===== src/rtl/led_ctrl_pkg.sv =====
// Shared types and constants for the LED config-port arbiter and its pattern sequencer.
package led_ctrl_pkg;

    localparam int NUM_PAT_DEF = 4;
    localparam int DWELL_W_DEF = 16;

    localparam logic [7:0] PAT_RST_0 = 8'h5D;
    localparam logic [7:0] PAT_RST_1 = 8'h20;
    localparam logic [7:0] PAT_RST_2 = 8'h10;
    localparam logic [7:0] PAT_RST_3 = 8'h08;

    typedef enum logic [1:0] {
        ST_IDLE    = 2'd0,
        ST_ACCESS  = 2'd1,
        ST_CAPTURE = 2'd2
    } arb_state_e;

    // Entries beyond the first four reuse the entry-0 pattern.
    function automatic logic [7:0] pat_rst_val(input int idx);
        case (idx)
            1:       return PAT_RST_1;
            2:       return PAT_RST_2;
            3:       return PAT_RST_3;
            default: return PAT_RST_0;
        endcase
    endfunction

endpackage


===== src/rtl/led_ctrl_arb_seq.sv =====
// Pattern sequencer: pattern table, dwell counter, pending flag and the
// index of the next table entry to be written to the LED block.
module led_pat_seq
    import led_ctrl_pkg::*;
#(
    parameter int NUM_PAT = NUM_PAT_DEF,
    parameter int DWELL_W = DWELL_W_DEF,
    localparam int IDX_W  = $clog2(NUM_PAT)
) (
    input  logic               clk,
    input  logic               reset,
    input  logic               seq_en,
    input  logic [DWELL_W-1:0] dwell,
    input  logic               pat_wr,
    input  logic [IDX_W-1:0]   pat_idx,
    input  logic [7:0]         pat_data,
    input  logic               seq_take,
    input  logic               seq_done,
    output logic               seq_pend,
    output logic [IDX_W-1:0]   seq_idx,
    output logic [7:0]         seq_data
);

    logic [7:0]         pat_q [NUM_PAT];
    logic [DWELL_W-1:0] cnt_q, cnt_d;
    logic               pend_q, pend_d;
    logic [IDX_W-1:0]   idx_q, idx_d;
    logic               expire;

    // Compared against the live dwell value, so a shorter dwell fires at once.
    assign expire = seq_en && (dwell != '0) && (cnt_q >= dwell - DWELL_W'(1));

    always_comb begin
        cnt_d  = cnt_q;
        pend_d = pend_q;
        idx_d  = idx_q;
        if (!seq_en || dwell == '0) begin
            cnt_d = '0;
        end else if (expire) begin
            cnt_d = '0;
        end else begin
            cnt_d = cnt_q + DWELL_W'(1);
        end
        // Expiry while already pending collapses into the one pending request.
        if (!seq_en) begin
            pend_d = 1'b0;
        end else if (seq_take) begin
            pend_d = expire;
        end else if (expire) begin
            pend_d = 1'b1;
        end
        if (seq_done) begin
            idx_d = idx_q + IDX_W'(1);
        end
    end

    always_ff @(posedge clk) begin
        if (reset) begin
            cnt_q  <= '0;
            pend_q <= 1'b0;
            idx_q  <= '0;
            for (int i = 0; i < NUM_PAT; i++) begin
                pat_q[i] <= pat_rst_val(i);
            end
        end else begin
            cnt_q  <= cnt_d;
            pend_q <= pend_d;
            idx_q  <= idx_d;
            if (pat_wr) begin
                pat_q[pat_idx] <= pat_data;
            end
        end
    end

    // Registered table read: a same-cycle pat_wr stores the new value while
    // the old one is still driven.
    assign seq_data = pat_q[idx_q];
    assign seq_pend = pend_q;
    assign seq_idx  = idx_q;

endmodule


===== src/rtl/led_ctrl_arb.sv =====
// Shares the LED block's single config-register port between a host and the
// pattern sequencer using a round-robin IDLE/ACCESS/CAPTURE FSM.
module led_ctrl_arb
    import led_ctrl_pkg::*;
#(
    parameter int NUM_PAT = NUM_PAT_DEF,
    parameter int DWELL_W = DWELL_W_DEF,
    localparam int IDX_W  = $clog2(NUM_PAT)
) (
    input  logic               clk,
    input  logic               reset,
    input  logic               h_req,
    input  logic               h_we,
    input  logic [7:0]         h_wdata,
    output logic               h_gnt,
    output logic               h_rvalid,
    output logic [7:0]         h_rdata,
    input  logic               seq_en,
    input  logic [DWELL_W-1:0] dwell,
    input  logic               pat_wr,
    input  logic [IDX_W-1:0]   pat_idx,
    input  logic [7:0]         pat_data,
    output logic               led_rd_en,
    output logic               led_wr_en,
    output logic [7:0]         led_wdata,
    input  logic [7:0]         led_rdata,
    output logic               busy,
    output logic [IDX_W-1:0]   seq_idx
);

    arb_state_e state_q, state_d;
    logic       acc_host_q, acc_host_d;
    logic       acc_rd_q, acc_rd_d;
    logic       last_host_q, last_host_d;
    logic       h_rvalid_q;
    logic [7:0] h_rdata_q;
    logic       seq_pend, seq_take, seq_done, host_win, in_access;
    logic [7:0] seq_data;

    led_pat_seq #(.NUM_PAT(NUM_PAT), .DWELL_W(DWELL_W)) u_seq (
        .clk      (clk),
        .reset    (reset),
        .seq_en   (seq_en),
        .dwell    (dwell),
        .pat_wr   (pat_wr),
        .pat_idx  (pat_idx),
        .pat_data (pat_data),
        .seq_take (seq_take),
        .seq_done (seq_done),
        .seq_pend (seq_pend),
        .seq_idx  (seq_idx),
        .seq_data (seq_data)
    );

    // Host loses a tie only when it also won the previous access.
    assign host_win = h_req && (!seq_pend || !last_host_q);

    always_comb begin
        state_d     = state_q;
        acc_host_d  = acc_host_q;
        acc_rd_d    = acc_rd_q;
        last_host_d = last_host_q;
        seq_take    = 1'b0;
        case (state_q)
            ST_IDLE: begin
                if (h_req || seq_pend) begin
                    state_d     = ST_ACCESS;
                    acc_host_d  = host_win;
                    acc_rd_d    = host_win && !h_we;
                    last_host_d = host_win;
                    seq_take    = !host_win;
                end
            end
            ST_ACCESS:  state_d = acc_rd_q ? ST_CAPTURE : ST_IDLE;
            ST_CAPTURE: state_d = ST_IDLE;
            default:    state_d = ST_IDLE;
        endcase
    end

    always_ff @(posedge clk) begin
        if (reset) begin
            state_q     <= ST_IDLE;
            acc_host_q  <= 1'b0;
            acc_rd_q    <= 1'b0;
            last_host_q <= 1'b0;
            h_rvalid_q  <= 1'b0;
            h_rdata_q   <= 8'h00;
        end else begin
            state_q     <= state_d;
            acc_host_q  <= acc_host_d;
            acc_rd_q    <= acc_rd_d;
            last_host_q <= last_host_d;
            h_rvalid_q  <= (state_q == ST_CAPTURE);
            if (state_q == ST_CAPTURE) begin
                h_rdata_q <= led_rdata;
            end
        end
    end

    assign in_access = (state_q == ST_ACCESS);
    assign seq_done  = in_access && !acc_host_q;
    assign h_gnt     = in_access && acc_host_q;
    assign led_rd_en = in_access && acc_rd_q;
    assign led_wr_en = in_access && !acc_rd_q;
    assign led_wdata = led_wr_en ? (acc_host_q ? h_wdata : seq_data) : 8'h00;
    assign h_rvalid  = h_rvalid_q;
    assign h_rdata   = h_rdata_q;
    assign busy      = (state_q != ST_IDLE);

endmodule

===== config.mk =====
export PLATFORM = sky130hd
export DESIGN_NAME = led_ctrl_arb
export DESIGN_NICKNAME = d
export VERILOG_FILES = /design/src/rtl/led_ctrl_pkg.sv /design/src/rtl/led_ctrl_arb_seq.sv /design/src/rtl/led_ctrl_arb.sv
export SDC_FILE = /design/constraint.sdc
export NUM_CORES = 1
export LEC_CHECK = 0
export CAP_MARGIN = 40
export CORE_ASPECT_RATIO = 0.75
export CORE_UTILIZATION = 35
export CTS_CLUSTER_DIAMETER = 60
export DETAILED_ROUTE_END_ITERATION = 12
export PLACE_DENSITY = 0.64
export SYNTH_ARGS = -nofsm -noshare
export SYNTH_HDL_FRONTEND = slang
export SYNTH_HIERARCHICAL = 1
export SYNTH_SLANG_ARGS = --single-unit

===== constraint.sdc =====
create_clock -name clk -period 4.2 [get_ports clk]
set_input_delay 1.26 -clock clk [delete_from_list [all_inputs] [get_ports clk]]
set_output_delay 1.26 -clock clk [all_outputs]
set_load 0.005 [all_outputs]

Yosys cells after proc, flatten, opt, wreduce, memory -nomap -nowiden --
Memory sizes are Yosys's and may differ from the RTL's. A register that Yosys moved wholly into a read port is not among the register bits. Cells that the tools add are included. Widths: inputs -> output; s select.
Operators by class: $add $sub $neg 3, multipliers 0, divide/modulo/power cells 0, magnitude comparators 1, equality and inequality tests 3, shift operators 0, mux-type cells 23, bitwise gates (word level) 1, reductions and logical operators 26
Operators with widths (number):
- $mux 8 | 7
- $add 16x1->16 const B | 1
- $ge 16x16->1 | 1
- $logic_not 16->1 | 1
- $reduce_bool 16->1 | 1
- $sub 16x1->16 const B | 1
- $mux 1 | 10
- $mux 2 | 5
- $logic_and 1x1->1 | 8
- $reduce_or 8->1 | 1
- $logic_not 1->1 | 6
- $pmux 2 s2 | 1
- $reduce_bool 2->1 | 2
- $logic_or 1x1->1 | 3
- $reduce_or 3->1 | 1
- $add 2x1->2 const B | 1
- $eq 2x1->1 const B | 1
- $eq 2x2->1 const B | 1
- $logic_not 2->1 | 1
- $ne 2x2->1 const B | 1
- $reduce_and 2->1 | 1
- $reduce_or 2->1 | 1
- $not 1->1 | 1
Word-level totals: register bits after elaboration 32, bits in latches 0, memory bits (writable) 32, bits in read-only memories 0, bits of input ports 48, output and inout bits 23, word-level logic and storage cells 66, memories 1
Memories:
- u_seq.pat_q | depth 4, bits a word 8, rd ports 1, clocked after memory_dff 1, write ports 4, RTL line led_ctrl_arb_seq.sv:24 | logic [7:0] pat_q [NUM_PAT];

Logic depth before layout (Yosys ltp) --
depth after elaboration 7, mapped depth 13, depth with buffers taken out 12

Cells and area by module --
The synthesis kept the hierarchy.
By module, submodules not included:
- led_pat_seq | times used 1, cells each 251, area an instance 2846.5 um^2, sequential area each 1381.3 um^2
- led_ctrl_arb | times used 1, cells each 78, area an instance 626.9 um^2, sequential area each 260.2 um^2

Worst setup path after synthesis --
OpenSTA, ideal clock, no wires.
kind in2reg, start input dwell[2], end register u_seq.cnt_q[10], library setup time 0.064 ns, arrival time 4.082 ns, required time 4.136 ns, slack 0.054 ns, stages on the path 13, buffers on the path 2, cell sequence or3_1 -> buf_2 -> or4_4 -> or4_4 -> nor4_4 -> xnor2_1 -> ha_1 -> nand4_1 -> nor2_1 -> a211oi_1 -> nand3_1 -> buf_2 -> nor2_1
Between the ends: word-level cells in the longest chain between the ends 4, elaborated cells between the ends (all ways) 8, classes of those cells 1 x add/sub; 1 x order compare; 6 x reduce/logical
RTL lines:
- from (decl) | RTL line led_ctrl_arb.sv:19 | input logic [DWELL_W-1:0] dwell,
- $sub 16x1->16 or $reduce_bool 16->1 (tied branches) | RTL line led_ctrl_arb_seq.sv:31 | assign expire = seq_en && (dwell != '0) && (cnt_q >= dwell - DWELL_W'(1));
- $ge 16x16->1 or $logic_and 1x1->1 (tied branches) | RTL line led_ctrl_arb_seq.sv:31
- $logic_and 1x1->1 | RTL line led_ctrl_arb_seq.sv:31
- $reduce_or 3->1 (no line) *
- to (signal assigned) | RTL line led_ctrl_arb_seq.sv:66 | cnt_q <= cnt_d;
- to (decl) | RTL line led_ctrl_arb_seq.sv:25 | logic [DWELL_W-1:0] cnt_q, cnt_d;
Mark *: on every way between the ends. The rest lies on a longest branch, timed or not. A chain may end at the register's enable or synchronous reset.

Worst setup path in the final report --
start input dwell[8], end register u_seq.cnt_q[2]
Same word-level chain as after synthesis.

==> impl_metrics.tcl <==
set metrics [dict create \
    dp_cells 545 \
    reg2regPathDepth 7 \
    nFillCells 843 \
    synth-edff-count 32 \
    cts_tree "built" \
    ios 71 \
    synth_top_family_by_area "simple AND/OR/NAND/NOR gates" \
    p_leak_nw 1.808 \
    syn_area_um2 3473 \
    dieWidth_um 117.0 \
    track_usage_pct 15.73 \
    grt_pass1_vias 2515 \
    core_area_um2 9658 \
    synth-main-ff-cell "dfxtp_1" \
    cap_violations 0 \
    cts_hold_buffers 0 \
    skew_ns 0.007853 \
    first_iter_violations 162 \
    grt_start_max_net_pins 22 \
    nNetsFinal 491 \
    synthMuxAreaShare_pct 7.493 \
    critPathLaunchType "input pin" \
    ant_nets 0 \
    ys_types 42 \
    final_common_cell "clkdlybuf4s50_1" \
    portBuffers 70 \
    diodes 0 \
    firstDrtPassIters 4 \
    crit_family "simple AND/OR/NAND/NOR gates" \
    postSynthCellCount 329 \
    ys_seq_elements 66 \
    path_class "input pin to flop" \
    dieArea_um2 10330 \
    die_y_um 88.27 \
    max_slew_margin_pct 58.86 \
    status "complete, no violations" \
    fin_crit_ns 4.125 \
    cp_slowest_cell "or4_4" \
    powerDensity_nw_per_um2 329.8 \
    synth_compound_area_share_pct 5.187 \
    critPathCaptureType "flop" \
    crit_chain "clkdlybuf4s50_1 -> or4_4 -> or4_4 -> nor4_4 -> xnor2_1 -> ha_1 -> nand4_1 -> nor2_2 -> o2111ai_2 -> nand3_2 -> buf_6 -> nor2_1" \
    finalCritPeriodShare_pct 98.21 \
    synthAdderAreaFrac_pct 6.484 \
    worstPathRequired_ns 4.41 \
    tightest_slew_ns 0.6163 \
    layout-drive-gt1-share_pct 14.42 \
    maxUsedRoutingLayer "met4" \
    clockBufferDepth 2 \
    avgSynthCellArea_um2 10.56 \
    hold_depth 2 \
    post-cts-setup-buffers 0 \
    yosysWarnings 6 \
    hold_violations 0 \
    area_growth_pct 38.36 \
    hold_ws_ns 0.4565 \
    vias 2719 \
    insertion_delay_ns 0.32 \
    cp_max_fo 8 \
    yosys.area_share.simple_pct 24.10 \
    stdcell_count 562 \
    final_cell_mix "clkdlybuf4s50_1, nor2_1, dfxtp_1" \
    wl_met3_um 403 \
    ir_drop_uv 174.9 \
    place_area_um2 4472 \
    async_flop_share_pct 0 \
    crit_path_max_incr_delay_ns 0.58 \
    overflow 0 \
    num_rows 31 \
    wl_met2_mm 3.743 \
    crit_buf_inv 2 \
    clk_pin_slew_worst_paths_ns 0.05 \
    yosysSeqAreaShare_pct 47.26 \
    post_drt_wl_per_cell_um 14.33 \
    grt_pass1_wl_mm 12.35 \
    h-tree-depth 3 \
    synthXorXnorAreaFrac_pct 7.565 \
    via_per_inst 4.838 \
    cts-root-buf "clkbuf_16" \
    synth_nets 395 \
    start_util_pct 35.96 \
    routed_wl_mm 8.056 \
    numCtsBuffers 9 \
    antenna_found_initial 0 \
    place_congestion 0.8550 \
    fmax_ghz 0.2424 \
    hpwl_mm 5.974 \
    min_path_type "flop to flop" \
    arrival_ns 4.33 \
    wl_met1_mm 3.865 \
    cts.sinks 66 \
    stdcell_area_um2 4806 \
    finalSetupViolations 0 \
    route.detailed.drc 0 \
    slew_viol_final 0 \
    cp_num_cells 12 \
    crit_top_cell "or4_4" \
]
[timing repair]
| item | in CTS | in global routing |
|---|---|---|
| endpoints found under the setup margin | 0 | 17 |
| resized for setup | 0 | 17 |
| endpoints found under the hold margin | 0 | 0 |
[state kept, by name, summed over array words and instances, names as in the netlist, named ones only]
name / count
h_rdata: 8
state_q: 2
last_host_q: 1
acc_rd_q: 1
u_seq/pat_q: 32
u_seq/cnt_q: 16
u_seq/seq_pend: 1
u_seq/seq_idx: 2
h_rvalid: 1
[kinds of logic after synthesis]
logic type / after synthesis
buf+inv: 16
compound gates: 25
fa+ha+maj: 18
mux: 16
simple gates: 158
xor+xnor: 30
flops: 66
[layer usage]
metal  GRT usage (%)  up-vias
met3           3.356        4
met4           4.488        0
met5               0        -
li1                -     1357
met1           22.28     1292
met2           24.37       66
[power by group]
part | switching [mW] | internal (mW) | total, mW
sequential | 0.0184 | 0.706 | 0.724
clock | 0.258 | 0.414 | 0.672
combinational | 0.0756 | 0.113 | 0.189
total | 0.352 | 1.23 | 1.59
[cell usage after synthesis, drive strengths merged (2+ instances only)]
library cell	number	area, um2
mux4	8	180.2
or4	3	30.03
edfxtp	32	960.9
clkbuf	3	11.26
nand2b	12	75.07
xor2	8	70.07
inv	7	26.28
nand4	3	18.77
nor3	6	30.03
nor2	42	157.7
a32o	2	20.02
or2	4	27.53
nor4	5	46.29
nor2b	4	25.02
xnor2	22	192.7
ha	18	225.2
nand3	9	45.04
a21oi	14	70.07
and2	26	162.7
buf	6	28.77
dfxtp	34	680.7
and3	6	37.54
nand2	30	112.6
and4	2	17.52
nor3b	3	22.52
mux2i	8	80.08
[worst register-to-register path, cell delays in order (launching register included)]
cell and delay (ns):
dfxtp_1 0.42, ha_1 0.29, a21oi_1 0.14, o221ai_1 0.23, a221oi_2 0.31, nand3_2 0.15, buf_6 0.17, nor2_1 0.11
[through the flow]
stage | power [mW] | utilization (%) | setup slack (ns) | TNS, ns
2_1_floorplan | 0.8170 | - | 0.05364 | 0
3_3_place_gp | 0.9184 | 46.30 | -0.2259 | -3.770
3_5_place_dp | 0.9226 | 46.30 | -0.2899 | -4.725
4_1_cts | 1.594 | 49.06 | 0.01866 | 0
5_1_grt | 1.643 | 49.76 | -0.05926 | -0.7822
6_report | 1.585 | 49.76 | 0.07527 | 0
[final timing paths]
| check | startpoint | to | slack, ns |
|---|---|---|---|
| worst min register to register | h_rdata[7] | h_rdata[7] | 0.46 |
| worst min-delay path | h_rdata[7] | h_rdata[7] | 0.46 |
| worst max-delay path | dwell[8] | u_seq/cnt_q[2] | 0.08 |
| worst max register to register | u_seq/cnt_q[9] | u_seq/cnt_q[2] | 2.32 |
[area by class of cell]
type,instances,area [um2],area share [%]
Inverter,7,26.28,0.5467
Multi-Input combinational cell,247,1805,37.57
Timing Repair Buffer,94,900.9,18.75
Tap cell,132,165.2,3.437
Sequential cell,66,1642,34.16
Clock buffer,13,250.2,5.207
Clock inverter,3,16.27,0.3385
No activity file was read; power rests on OpenSTA's default activity.
==> patch 1, RTL diff (same settings) <==
Put a register stage on the outputs `led_rd_en` and `led_wdata`, without a reset. The values now appear one clock later. The other outputs are not delayed to match.
--- a/src/rtl/led_ctrl_arb.sv
+++ b/src/rtl/led_ctrl_arb.sv
@@ -100,9 +100,11 @@
     assign in_access = (state_q == ST_ACCESS);
     assign seq_done  = in_access && !acc_host_q;
     assign h_gnt     = in_access && acc_host_q;
-    assign led_rd_en = in_access && acc_rd_q;
     assign led_wr_en = in_access && !acc_rd_q;
-    assign led_wdata = led_wr_en ? (acc_host_q ? h_wdata : seq_data) : 8'h00;
+    always_ff @(posedge clk) begin
+        led_rd_en <= in_access && acc_rd_q;
+        led_wdata <= led_wr_en ? (acc_host_q ? h_wdata : seq_data) : 8'h00;
+    end
     assign h_rvalid  = h_rvalid_q;
     assign h_rdata   = h_rdata_q;
     assign busy      = (state_q != ST_IDLE);
Check against the original RTL: not equivalent (Yosys sat finds a counterexample within 4 cycles, from zero or initial values and one cycle with reset high).
==> patch 1 against the original RTL <==
Hold slack worse by 0.0038 ns. Non-clock buffer count is 3 higher. Clock power is 23% higher. Wire length is 4.1% higher. Sequential cell count is 9 higher. Worst setup slack better by 0.00069 ns. Design area is 6.3% higher. Total power is 16% higher. Area after synthesis is 5.2% higher. Via count is 1.4% higher. Core utilization is 1.9 points higher. Critical path depth stayed put. Largest cell class unchanged. Largest power group is now clock. Highest routed layer unchanged.
==> patch 1: results (changes against the original RTL) <==
stage,metric,value,unit,change
placed_design,dpl hpwl,6143,um,+2.8%
grt,number of global-route vias before repair,2685,,+6.8%
timing,Slew Limit Fails,0,,unchanged
yosys,commonest cells in the netlist,"dfxtp_1 (43), nor2_1 (42), edfxtp_1 (32)",,
cells_and_area,layout cells sized above 1,16.29,%,+1.9 points
cells_and_area,# nets final,503,,+2.4%
yosys,Synth Area in XOR/XNOR,7.192,%,-0.37 points
critical_path,Reg2Reg Depth,8,,+1
pwr,peak supply drop,0.0002098,V,+20%
timing,Period minus WS final,4.124,ns,-0.0006896 ns
critical_path,Worst EP arrival,4.38,ns,+0.05 ns
detailed_routing,Initial DRC Count,123,,-24%
detailed_routing,via/cell ratio,4.805,,-0.69%
detailed_routing,drt first pass iters,5,,+1
yosys,multiplexer share of the synthesized area,7.123,%,-0.37 points
grt,largest net degree at the start of global routing,22,,unchanged
pwr,Sw Share,20.50,%,-1.7 points
timing,Fin Clk Skew,0.006297,ns,-0.001556 ns
detailed_routing,Routed WL per cell,14.60,um,+1.9%
timing,max_slew headroom,60.61,%,+1.8 points
critical_path,r2r setup slk,2.27,ns,-0.05 ns
placed_design,Place WS,-0.3488,ns,-0.05890 ns
yosys,post-synthesis compound-gate area fraction,4.932,%,-0.26 points
grt,gr usage total,16.07,%,+0.33 points
critical_path,CP endpoint,u_seq/cnt_q[7],,
placed_design,GP Congestion,0.8330,,-2.6%
yosys,Adder-Cell Fraction of Synth Area,6.164,%,-0.32 points
clock_tree,"Reg clk slew, reported paths",0.05,ns,about the same
run_status,outcome,"finished, final reports clean",,
yosys,top post-synthesis cells by area,"edfxtp_1 (26%), dfxtp_1 (24%), ha_1 (6.2%)",,
critical_path,Critical path origin,dwell[1],,
yosys,syn_nets,404,,+2.3%
pwr,leak pwr,1.919,nW,+6.1%
clock_tree,maximum clock insertion buffer count,2,,unchanged
critical_path,FF-to-FF Start,u_seq/cnt_q[0],,
yosys,sequential area share after synthesis,49.86,%,+2.6 points
grt,first-pass GRT wire length,13280,um,+7.5%
==> patch 1: cell count changes after synthesis <==
cell     delta
dfxtp_1     +9
==> patch 1: area by class of cell <==
cell class                      count  area, um2
Clock buffer                       14      296.5
Clock inverter                      2      38.79
Fill cell                         859       4782
Inverter                            7      26.28
Multi-Input combinational cell    247       1838
Sequential cell                    75       1822
Tap cell                          132      165.2
Timing Repair Buffer               97      922.1
==> patch 1: how the worst min path moves through the flow <==
| stage | startpoint | end | slack, ns |
|---|---|---|---|
| CTS | h_rdata[0] | h_rdata[0] | 0.46 |
| detailed placement | h_rdata[0] | h_rdata[0] | 0.45 |
| finish | h_rdata[0] | h_rdata[0] | 0.45 |
| floorplan | u_seq/cnt_q[0] | u_seq/cnt_q[0] | 0.43 |
| global placement | u_seq/cnt_q[0] | u_seq/cnt_q[0] | 0.44 |
| global route | h_rdata[7] | h_rdata[7] | 0.47 |
==> patch 1: kinds of logic after synthesis <==
kind of cell               after synthesis
and+or+nand+nor                        158
DFF                                     75
xor gates and xnor gates                30
AOI/OAI and AO/OA                       25
adders and majority gates               18
buffers and inverters                   16
muxes                                   16
==> patch 1: power by group through the flow <==
stage	Clock, mW	Sequential, mW	Combinational [mW]
6_report	0.827	0.814	0.195
5_1_grt	0.882	0.819	0.212
4_1_cts	0.842	0.815	0.190
3_5_place_dp	0	0.830	0.189
3_3_place_gp	0	0.829	0.186
2_1_floorplan	0	0.819	0.0908
==> patch 1: repair_timing <==
action                     in CTS  in global routing
cloned                          0                  1
gates resized for setup         2                 23
hold endpoints to repair        0                  0
buffers inserted                0                  1
setup endpoints to repair      14                 17
pin swaps                       0                  9
==> patch 1: worst max-delay path: stages <==
cell and delay (ns):
clkdlybuf4s50_1 0.49, or4_4 0.55, or4_4 0.51, nor4_4 0.23
xnor2_1 0.11, ha_1 0.31, nand4_1 0.15, nor2_4 0.07
a221oi_2 0.25, nand3_2 0.16, buf_8 0.19, nor2_2 0.10
==> patch 1: through the flow <==
step | area, um2 | cells | power, mW
after floorplan | 3654 | 338 | 0.9097
after global placement | 4667 | 556 | 1.015
after detailed placement | 4667 | 556 | 1.019
after CTS | 5010 | 572 | 1.847
after global routing | 5109 | 574 | 1.913
final | 5109 | 574 | 1.837
==> patch 1: metal layers <==
layer  GRT usage (%)  vias up  wire [um]
met5               0        -          0
met4           4.375        0         76
met3           4.293       10        339
met2           25.05       57       3812
met1           21.87     1296       4154
li1                -     1395          -
==> patch 2, RTL diff (same flow settings) <==
Made on the original files. The package constant `NUM_PAT_DEF` goes from 4 to 8.
--- a/src/rtl/led_ctrl_pkg.sv
+++ b/src/rtl/led_ctrl_pkg.sv
@@ -1,7 +1,7 @@
 // Shared types and constants for the LED config-port arbiter and its pattern sequencer.
 package led_ctrl_pkg;
 
-    localparam int NUM_PAT_DEF = 4;
+    localparam int NUM_PAT_DEF = 8;
     localparam int DWELL_W_DEF = 16;
 
     localparam logic [7:0] PAT_RST_0 = 8'h5D;
Interface: changed (resized pat_idx and seq_idx); port bits go from 71 to 73. No check against the original RTL was run, so the function may have changed too.
==> patch 2 against the original RTL <==
First-iteration DRC count increased by 9.3%. Sequential cell count increased by 34. Critical path depth increased by 2. Total power increased by 35%. Critical endpoint is now u_seq/cnt_q[15]. Wire length increased by 45%. Clock skew decreased by 0.0044 ns. Hold slack improved by 0.0070 ns. Design area increased by 39%. Area after synthesis increased by 47%. Sequential share of layout area increased by 5.4 points. Largest power group unchanged. Worst setup slack improved by 0.067 ns.
==> patch 2: results (changes against the original RTL) <==
stage,metric,value,unit,change
hold_path,hold_sp,h_rdata[0],,
yosys,Post-synth EDFFs,64,,+100%
timing,Fin Clk Skew,0.003474,ns,-0.004379 ns
critical_path,slowest CP cell,clkdlybuf4s50_1,,
yosys,top post-synthesis cells by area,"edfxtp_1 (38%), dfxtp_1 (14%), mux4_2 (7.1%)",,
clock_tree,maximum clock insertion buffer count,2,,unchanged
cells_and_area,layout cells sized above 1,20.22,%,+5.8 points
timing,WHS,0.4635,ns,+0.007008 ns
critical_path,Worst Path Max Fanout,8,,unchanged
cells_and_area,Diodes inserted,0,,unchanged
placed_design,Post-Place Cell Area,0.006232,mm2,+39%
grt,largest net degree at the start of global routing,27,,+23%
yosys,sequential area share after synthesis,51.83,%,+4.6 points
flow_run,Max-cap violations,0,,unchanged
run_status,outcome,"finished, final reports clean",,
clock_tree,cts hold-fix bufs,0,,unchanged
yosys,Yosys warning count,6,,unchanged
cells_and_area,Biggest register,u_seq/pat_q,,
clock_tree,H-tree levels,3,,unchanged
critical_path,FF-to-FF Start,u_seq/cnt_q[0],,
grt,gr usage total,16.16,%,+0.43 points
yosys,Netlist cell types,45,,+7.1%
critical_path,Reg2Reg Depth,8,,+1
critical_path,worst reg2reg path endpoint,u_seq/seq_pend,,
yosys,prevailing post-synth register cell,edfxtp_1,,
timing,max_slew headroom,46.90,%,-12 points
pwr,peak supply drop,0.0001547,V,-12%
cells_and_area,number of flip-flops in the largest register,64,,+100%
clock_tree,TritonCTS buffer count,9,,unchanged
critical_path,r2r setup slk,2.13,ns,-0.19 ns
pwr,leak pwr,2.337,nW,+29%
placed_design,GP Congestion,0.7691,,-10%
placed_design,dpl hpwl,8430,um,+41%
hold_path,Hold Path End,h_rdata[0],,
detailed_routing,drt first pass iters,4,,unchanged
hold_path,worst min-delay path category,reg -> reg,,
clock_tree,Clock Tree Root,clkbuf_16,,
critical_path,Worst EP arrival,4.33,ns,about the same
critical_path,CP max stage delay,0.43,ns,-0.15 ns
hold_path,cell depth of the worst hold path,2,,unchanged
yosys,ys async rst share,0,%,unchanged
clock_tree,"Reg clk slew, reported paths",0.06,ns,
cells_and_area,FILL cells,1266,,+50%
yosys,commonest cells in the netlist,"edfxtp_1 (64), and2_1 (38), dfxtp_1 (36)",,
detailed_routing,Routed WL per cell,15.89,um,+11%
placed_design,Port Buffers,72,,+2.9%
detailed_routing,Initial DRC Count,177,,+9.3%
yosys,Synth Instances,435,,+32%
detailed_routing,Total Wirelength,11660,um,+45%
placed_design,placed cells,714,,+31%
grt,first-pass GRT wire length,18240,um,+48%
cells_and_area,# nets final,602,,+23%
clock_tree,clock latency on the worst-skew pair,0.34,ns,+0.02 ns
yosys,syn_nets,503,,+27%
detailed_routing,via/cell ratio,4.894,,+1.2%
grt,initial antenna violation count,0,,unchanged
==> patch 2: through the flow <==
step / utilization [%] / setup WS [ns]
4_1_cts: 46.71 / 0.01607
5_1_grt: 47.80 / 0.01702
6_report: 47.80 / 0.1421
3_5_place_dp: 44.58 / -0.3915
3_3_place_gp: 44.58 / -0.2405
2_1_floorplan: - / 0.1793
==> patch 2: worst max-delay path by stage <==
| stage | endpoint | slack, ns | depth (start not counted) | from |
|---|---|---|---|---|
| 6_report | u_seq/cnt_q[15] | 0.14 | 14 | dwell[8] |
| 3_3_place_gp | u_seq/cnt_q[5] | -0.24 | 15 | dwell[0] |
| 5_1_grt | u_seq/cnt_q[7] | 0.02 | 14 | dwell[3] |
| 3_5_place_dp | u_seq/cnt_q[10] | -0.39 | 15 | dwell[0] |
| 4_1_cts | u_seq/cnt_q[10] | 0.02 | 14 | dwell[1] |
| 2_1_floorplan | u_seq/cnt_q[13] | 0.18 | 12 | dwell[1] |
==> patch 2: cell families (layout without fill, tap and decap cells) <==
logic type      Yosys count  in the layout  share of synthesized area (%)
flops                   100            100                          51.83
fa+ha+maj                19             19                          4.663
mux                      33             33                          10.60
compound gates           23             23                          3.018
simple gates            206            206                          22.77
xor+xnor                 30             30                          5.154
buf+inv                  24            128                          1.963
==> patch 2: final cells by class <==
cell class	count	area, um2	share of cell area [%]
inverter	7	26.28	0.3932
clock buffer	12	259.0	3.876
multi-input combinational	311	2457	36.77
tap	195	244.0	3.651
clock inverter	4	23.77	0.3557
sequential	100	2643	39.54
timing repair buffer	105	1030	15.41
==> patch 2: where the power goes <==
| group | switching, mW | internal [mW] | total [mW] | leakage (nW) |
|---|---|---|---|---|
| logic | 0.110 | 0.141 | 0.250 | 1.28 |
| clock network | 0.347 | 0.438 | 0.785 | 0.144 |
| registers | 0.0197 | 1.09 | 1.11 | 0.917 |
| total | 0.476 | 1.67 | 2.14 | 2.34 |
==> patch 2: worst max-delay path: cells and delay by family <==
kind / cells / cell delay [ns]
and+or+nand+nor: 8 / 1.75
buffers and inverters: 4 / 0.93
adders and majority gates: 1 / 0.30
xor gates and xnor gates: 1 / 0.09
==> patch 2: metal layers <==
layer | vias to the layer above | track usage (%) | share of wire, %
met3 | 14 | 3.423 | 4.7
met2 | 79 | 27.02 | 48
met4 | 0 | 5.901 | 1.7
met5 | - | 0 | 0
met1 | 1717 | 20.62 | 45
li1 | 1782 | - | -
==> patch 2: timing repair <==
| item | 4_1_cts | 5_1_grt |
|---|---|---|
| pin swaps | 0 | 15 |
| gates cloned | 0 | 1 |
| buffers inserted | 0 | 3 |
| gates resized for setup | 3 | 25 |
| setup endpoints to repair | 3 | 17 |
